==> config.mk <==
export PLATFORM = sky130hd
export DESIGN_NAME = coin_acceptor
export DESIGN_NICKNAME = d
export VERILOG_FILES = /design/src/rtl/coin_pkg.sv /design/src/rtl/coin_fifo.sv /design/src/rtl/coin_acceptor.sv
export SDC_FILE = /design/constraint.sdc
export NUM_CORES = 1
export LEC_CHECK = 0
export ABC_AREA = 1
export BUFFER_PORTS_ARGS = -buffer_cell sky130_fd_sc_hd__buf_4
export CORE_ASPECT_RATIO = 2
export CORE_MARGIN = 4
export CORE_UTILIZATION = 45
export CTS_CLUSTER_DIAMETER = 40
export CTS_CLUSTER_SIZE = 24
export DETAILED_ROUTE_END_ITERATION = 7
export MAX_ROUTING_LAYER = met4
export RECOVER_POWER = 25
export SYNTH_ARGS = -nofsm -noshare
export SYNTH_HDL_FRONTEND = slang
export SYNTH_SLANG_ARGS = --single-unit
==> constraint.sdc <==
create_clock -name clk -period 2.12 [get_ports clk]
set_input_delay 0.636 -clock clk [delete_from_list [all_inputs] [get_ports clk]]
set_output_delay 0.636 -clock clk [all_outputs]
set_load 0.05 [all_outputs]
==> src/rtl/coin_pkg.sv <==
// Shared definitions for the coin acceptor: vending coin encodings,
// front-end FSM state encoding and sensor-pattern helpers.
package coin_pkg;

  localparam logic [1:0] COIN_25   = 2'b00;
  localparam logic [1:0] COIN_50   = 2'b01;
  localparam logic [1:0] COIN_100  = 2'b10;
  localparam logic [1:0] COIN_NONE = 2'b11;

  typedef enum logic [1:0] {
    IDLE     = 2'd0,
    QUAL     = 2'd1,
    WAIT_REL = 2'd2,
    JAM      = 2'd3
  } state_e;

  // Sensor pattern is {100, 50, 25}; anything not one-hot maps to no coin.
  function automatic logic [1:0] pat_to_code(input logic [2:0] pat);
    case (pat)
      3'b001:  return COIN_25;
      3'b010:  return COIN_50;
      3'b100:  return COIN_100;
      default: return COIN_NONE;
    endcase
  endfunction

  function automatic logic pat_is_one_hot(input logic [2:0] pat);
    return (pat == 3'b001) || (pat == 3'b010) || (pat == 3'b100);
  endfunction

endpackage

==> src/rtl/coin_fifo.sv <==
// Small synchronous FIFO holding accepted coin codes. A push is taken when
// not full, or when full together with a pop (occupancy then unchanged).
// Pop on empty is ignored.
module coin_fifo #(
  parameter int DEPTH = 4,
  parameter int WIDTH = 2
) (
  input  logic             clk,
  input  logic             reset,
  input  logic             push,
  input  logic [WIDTH-1:0] push_data,
  input  logic             pop,
  output logic [WIDTH-1:0] head,
  output logic             empty,
  output logic             full
);

  localparam int AW = (DEPTH > 1) ? $clog2(DEPTH) : 1;
  localparam int CW = $clog2(DEPTH) + 1;

  logic [WIDTH-1:0] mem_q [DEPTH];
  logic [WIDTH-1:0] mem_d [DEPTH];
  logic [AW-1:0]    wr_ptr_q, wr_ptr_d;
  logic [AW-1:0]    rd_ptr_q, rd_ptr_d;
  logic [CW-1:0]    count_q, count_d;
  logic             do_push, do_pop;

  assign empty   = (count_q == '0);
  assign full    = (count_q == CW'(DEPTH));
  assign head    = mem_q[rd_ptr_q];
  assign do_pop  = pop & ~empty;
  assign do_push = push & (~full | do_pop);

  // Next pointers, occupancy and storage contents.
  always_comb begin
    mem_d    = mem_q;
    wr_ptr_d = wr_ptr_q;
    rd_ptr_d = rd_ptr_q;
    count_d  = count_q;
    if (do_push) begin
      mem_d[wr_ptr_q] = push_data;
      wr_ptr_d        = wr_ptr_q + AW'(1);
    end
    if (do_pop) begin
      rd_ptr_d = rd_ptr_q + AW'(1);
    end
    case ({do_push, do_pop})
      2'b10:   count_d = count_q + CW'(1);
      2'b01:   count_d = count_q - CW'(1);
      default: count_d = count_q;
    endcase
  end

  // Control state register; emptied on reset.
  always_ff @(posedge clk) begin
    if (reset) begin
      wr_ptr_q <= '0;
      rd_ptr_q <= '0;
      count_q  <= '0;
    end else begin
      wr_ptr_q <= wr_ptr_d;
      rd_ptr_q <= rd_ptr_d;
      count_q  <= count_d;
    end
  end

  // Storage needs no reset: it is only observed when occupancy is non-zero.
  always_ff @(posedge clk) begin
    mem_q <= mem_d;
  end

endmodule

==> src/rtl/coin_acceptor.sv <==
// Coin acceptor front end: synchronises and debounces the three coin
// sensors, qualifies or rejects each coin, detects jammed sensors and queues
// accepted coins for the vending FSM over a valid/ready interface.
// Optional macro COIN_STATS_EN adds saturating accepted/rejected counters.
//
// Handshake: coin_valid is high whenever the queue holds a coin and coin_out
// carries its code (2'b11 otherwise); the head is consumed on any cycle with
// coin_valid & coin_ready, and coin_ready is ignored while coin_valid is low.
module coin_acceptor
  import coin_pkg::*;
#(
  parameter int DEBOUNCE_CYCLES = 4,
  parameter int JAM_CYCLES      = 1280,
  parameter int FIFO_DEPTH      = 4
) (
  input  logic        clk,
  input  logic        reset,
  input  logic        sense_25,
  input  logic        sense_50,
  input  logic        sense_100,
  input  logic        inhibit,
  output logic [1:0]  coin_out,
  output logic        coin_valid,
  input  logic        coin_ready,
  output logic        reject_pulse,
  output logic        jam,
  output logic        fifo_full
`ifdef COIN_STATS_EN
  ,
  output logic [15:0] accepted_count,
  output logic [15:0] rejected_count
`endif
);

  localparam int              JW      = $clog2(JAM_CYCLES + 1);
  localparam logic [7:0]      DEB_MAX = 8'(DEBOUNCE_CYCLES);
  localparam logic [JW-1:0]   JAM_MAX = JW'(JAM_CYCLES);

  logic [2:0]    sync1_q, sync1_d, sync2_q, sync2_d;
  logic [2:0]    pat;
  state_e        state_q, state_d;
  logic [2:0]    lat_q, lat_d;
  logic [7:0]    deb_q, deb_d;
  logic [JW-1:0] jcnt_q, jcnt_d, jcnt_inc;
  logic          reject_q, reject_d;
  logic          qual_evt, push, pop, push_ok;
  logic          fifo_empty;
  logic [1:0]    fifo_head;

  assign pat      = sync2_q;
  assign jcnt_inc = jcnt_q + JW'(1);

  // Two-flop synchroniser feeding the debouncer.
  always_comb begin
    sync1_d = {sense_100, sense_50, sense_25};
    sync2_d = sync1_q;
  end

  // Debounce/qualify/jam FSM next state. deb_q counts stable cycles while
  // qualifying and consecutive quiet cycles while jammed.
  always_comb begin
    state_d  = state_q;
    lat_d    = lat_q;
    deb_d    = deb_q;
    jcnt_d   = jcnt_q;
    qual_evt = 1'b0;
    case (state_q)
      IDLE: begin
        if (pat != 3'b000) begin
          state_d = QUAL;
          lat_d   = pat;
          deb_d   = 8'd1;
        end
      end
      QUAL: begin
        if (pat == 3'b000) begin
          state_d = IDLE;
        end else if (pat != lat_q) begin
          lat_d = pat;
          deb_d = 8'd1;
        end else if (deb_q == DEB_MAX) begin
          qual_evt = 1'b1;
          state_d  = WAIT_REL;
          jcnt_d   = JW'(1);
        end else begin
          deb_d = deb_q + 8'd1;
        end
      end
      WAIT_REL: begin
        if (pat == 3'b000) begin
          state_d = IDLE;
          jcnt_d  = '0;
        end else begin
          jcnt_d = jcnt_inc;
          if (jcnt_inc == JAM_MAX) begin
            state_d = JAM;
            deb_d   = 8'd0;
          end
        end
      end
      JAM: begin
        if (pat != 3'b000) begin
          deb_d = 8'd0;
        end else if (deb_q + 8'd1 == DEB_MAX) begin
          state_d = IDLE;
          deb_d   = 8'd0;
        end else begin
          deb_d = deb_q + 8'd1;
        end
      end
      default: state_d = IDLE;
    endcase
  end

  // Accept/reject decision at the qualify event.
  always_comb begin
    pop      = coin_valid & coin_ready;
    push_ok  = ~fifo_full | pop;
    push     = qual_evt & pat_is_one_hot(lat_q) & ~inhibit & push_ok;
    reject_d = qual_evt & ~push;
  end

  // Front-end state registers.
  always_ff @(posedge clk) begin
    if (reset) begin
      sync1_q  <= '0;
      sync2_q  <= '0;
      state_q  <= IDLE;
      lat_q    <= '0;
      deb_q    <= '0;
      jcnt_q   <= '0;
      reject_q <= 1'b0;
    end else begin
      sync1_q  <= sync1_d;
      sync2_q  <= sync2_d;
      state_q  <= state_d;
      lat_q    <= lat_d;
      deb_q    <= deb_d;
      jcnt_q   <= jcnt_d;
      reject_q <= reject_d;
    end
  end

  coin_fifo #(
    .DEPTH (FIFO_DEPTH),
    .WIDTH (2)
  ) u_fifo (
    .clk       (clk),
    .reset     (reset),
    .push      (push),
    .push_data (pat_to_code(lat_q)),
    .pop       (pop),
    .head      (fifo_head),
    .empty     (fifo_empty),
    .full      (fifo_full)
  );

  assign coin_valid   = ~fifo_empty;
  assign coin_out     = coin_valid ? fifo_head : COIN_NONE;
  assign reject_pulse = reject_q;
  assign jam          = (state_q == JAM);

`ifdef COIN_STATS_EN
  logic [15:0] acc_q, acc_d, rej_q, rej_d;

  // Saturating event counters.
  always_comb begin
    acc_d = acc_q;
    rej_d = rej_q;
    if (push && acc_q != 16'hFFFF)     acc_d = acc_q + 16'd1;
    if (reject_d && rej_q != 16'hFFFF) rej_d = rej_q + 16'd1;
  end

  // Counter registers, cleared on reset.
  always_ff @(posedge clk) begin
    if (reset) begin
      acc_q <= '0;
      rej_q <= '0;
    end else begin
      acc_q <= acc_d;
      rej_q <= rej_d;
    end
  end

  assign accepted_count = acc_q;
  assign rejected_count = rej_q;
`endif

endmodule

==> metrics.cfg <==
[run_status]
outcome = finished clean

[routing]
drtIter0Drc = 79
antenna_left = 0
routed_via_density = 5.06
drt_pass1_iterations = 6
routedWlPerCell_um = 12.3
routed_wl_mm = 5.76
drcViolationCount = 0
vias = 2368

[power_and_ir_drop]
p_per_area_mw_per_mm2 = 816
leakage_uw = 0.00127
vdd_drop_max_mv = 0.560

[timing]
rsz0062_at_grt = yes
period_needed_ns = 2.11
setup_violations = 0
min_period_over_period_pct = 99.6
clock_skew_ns = 0.00862
timing.final.ws_setup_ns = 0.00777
finalMaxSlewViolations = 0
slew_headroom_pct = 34.8
final-hold-violation-count = 0
tightest_slew_ns = 0.978
fmax_mhz = 473

[global_routing]
grt_overflow = 0
grt_pass1_wl_mm = 9.34
grt_max_degree = 23
grt_pass1_vias = 2238
grt_use_total_pct = 18.1
antenna_found_initial = 0

[floorplanning]
core_area_mm2 = 0.00552
die-area_mm2 = 0.00711
die_width_um = 61.7
die_y_um = 115
rows = 38
start_util_pct = 47.0
io_pins = 13

[worst_setup_path]
critPathMaxFanout = 4
endpoint_kind = register
worstPathRequired_ns = 2.35
arrival_ns = 2.34
worstSetupPathType = register to register
slowest_delay_ns = 0.37
crit_path_start_kind = register
crit_top_cell = nand2_2
reg2reg_from = lat_q[2]$_SDFFE_PP0P_
crit_start = lat_q[2]$_SDFFE_PP0P_
crit_path_top_delay_cell = dfxtp_4
crit_path_cell_trace = inv_2 > nor3_2 > inv_1 > nand2_2 > nor2_2 > nor3b_2 > nand2_2 > ha_4 > inv_4 > fa_2 > a21oi_2 > o21ai_2 > o21ai_1 > a21oi_1

[placed_design]
placed_area_mm2 = 0.00289
dp_hpwl_mm = 4.37
pre_cts_ws_ns = -0.108
io_buffers = 12
gp_congestion = 0.870

[logic_synthesis]
yosys_warnings = 0
synth_top_cell_by_area = dfxtp_1
synth_seq_cells = 46
syn_nets = 388
yosysSeqAreaShare_pct = 38.6
syn_area_per_cell_um2 = 6.98
ys_types = 36
synth_area_mm2 = 0.00259
syn_inst = 371
synth_area_leaders = dfxtp_1 29%, nand2_1 11%, edfxtp_1 9.3%
synth_top_area_share_pct = 29.4

[finish]
drive_above_1_share_pct = 22.3
syn2layout_area_growth_pct = 19.6
utilization_pct = 56.2
nets = 424
register_area_mm2 = 0.00102
n_antenna_cell = 0
final_common_cell = nand2_1
layout_common_cells = 77 x nand2_1, 60 x nor2_1, 54 x inv_1, 32 x buf_4, 29 x dfxtp_1
multi_input_area_mm2 = 0.00143
final_area_mm2 = 0.00310
nFillCells = 544

[clock_tree]
cts_sinks = 46
cts_buffer_depth = 2
insertion_delay_ns = 0.31
cts_tree = built
cts_root_buf = clkbuf_8
numCtsBuffers = 5
h-tree-depth = 2
clk_pin_slew_ns = 0.09

[hold_path]
min_from = sync1_q[2]$_SDFF_PP0_
hold_path.class = register to register

[flow_run]
drv_cap = 0

metal layers:
layer / vias to the layer above / wire length [µm] / part of all wire, % / track usage (%)
li1: 1247 / - / - / -
met1: 1082 / 2140 / 37 / 16.6
met2: 26 / 3360 / 58 / 33.9
met3: 13 / 114 / 2.0 / 3.03
met4: 0 / 143 / 2.5 / 8.22
met5: - / 0 / 0 / -
sequential cells by signal (all words and copies together), names as in the netlist, 2 cells and up:
signal and cells:
deb_q 8, u_fifo.rd_ptr_q 2, u_fifo.count_q 3, state_q 2, u_fifo.mem_q 8, sync1_q 3, u_fifo.wr_ptr_q 2, pat 3
jcnt_q 11, lat_q 3
where the power goes:
| part | total (µW) | leakage, µW | switching (µW) | internal, µW |
|---|---|---|---|---|
| Combinational | 922 | 0.000838 | 568 | 354 |
| Sequential | 1060 | 0.000385 | 71.7 | 991 |
| Clock | 543 | 0.0000441 | 311 | 232 |
final cells by class:
type,count,area share [%]
Tap cell,60,2.42
Sequential cell,46,32.9
Inverter,58,7.11
Clock inverter,3,0.687
Timing Repair Buffer,35,8.60
Multi-Input combinational cell,261,46.0
Clock buffer,5,2.22
synth_stat cells:
cell type,instances
inv_2,2
nor2_1,63
nor2_2,5
o21ai_1,2
o21a_1,1
nor3_1,7
nand3_1,20
a21boi_0,1
ha_1,9
a22oi_1,1
nor3b_2,1
nor3_2,1
nor4_1,2
buf_2,2
a211oi_1,2
edfxtp_1,8
nor2_4,1
nand3b_1,1
o21ai_0,14
a21oi_2,1
a21oi_1,20
dfxtp_1,38
nand3_2,1
clkbuf_1,3
buf_6,1
fa_1,1
xor2_1,5
nand2_1,79
xnor2_1,4
nor3_4,1
nand4_1,5
inv_1,56
o21bai_1,2
o311ai_0,2
nand2_2,8
a221oi_1,1
repair_timing:
action                                  CTS  global route
hold buffers                              0             0
endpoints found under the setup margin    3            11
gates resized for setup                   2            32
pin swaps                                 0            11
buffers inserted                          0             5
per-stage QoR:
stage	hold slack, ns	total power (µW)	std cells	TNS, ns
6_report	0.405	2530	468	0
5_1_grt	0.429	2710	468	-0.160
4_1_cts	0.405	2480	463	0
3_5_place_dp	0.393	1920	455	-0.108
3_3_place_gp	0.395	1910	455	-0.0440
2_1_floorplan	0.388	1660	371	-0.226
path summary, 6_finish.rpt:
check,endpoint,slack (ns),cells past startpoint
worst min register to register,pat[2]$_SDFF_PP0_,0.40,2
worst min-delay path,pat[2]$_SDFF_PP0_,0.40,2
worst max register to register,u_fifo.count_q[2]$_SDFFE_PP0P_,0.008,14
worst max-delay path,u_fifo.count_q[2]$_SDFFE_PP0P_,0.008,14
worst max-delay path: cells and delay by family (launching register included):
family,cells,cell delay [ns]
AO/OA/AOI/OAI,4,0.40
flip-flops,1,0.37
buffers and inverters,3,0.17
AND/OR/NAND/NOR,5,0.69
adder cells (fa/ha/maj),2,0.39
cell families (layout without fill, tap and decap cells):
logic type	Yosys count	in the layout	share of synthesized area (%)
simple gates	195	195	33.2
fa+ha+maj	10	10	5.12
flops	46	46	38.6
xor+xnor	9	9	3.04
buf+inv	64	101	9.66
compound gates	47	47	10.3
No activity file was read; power rests on OpenSTA's default activity.
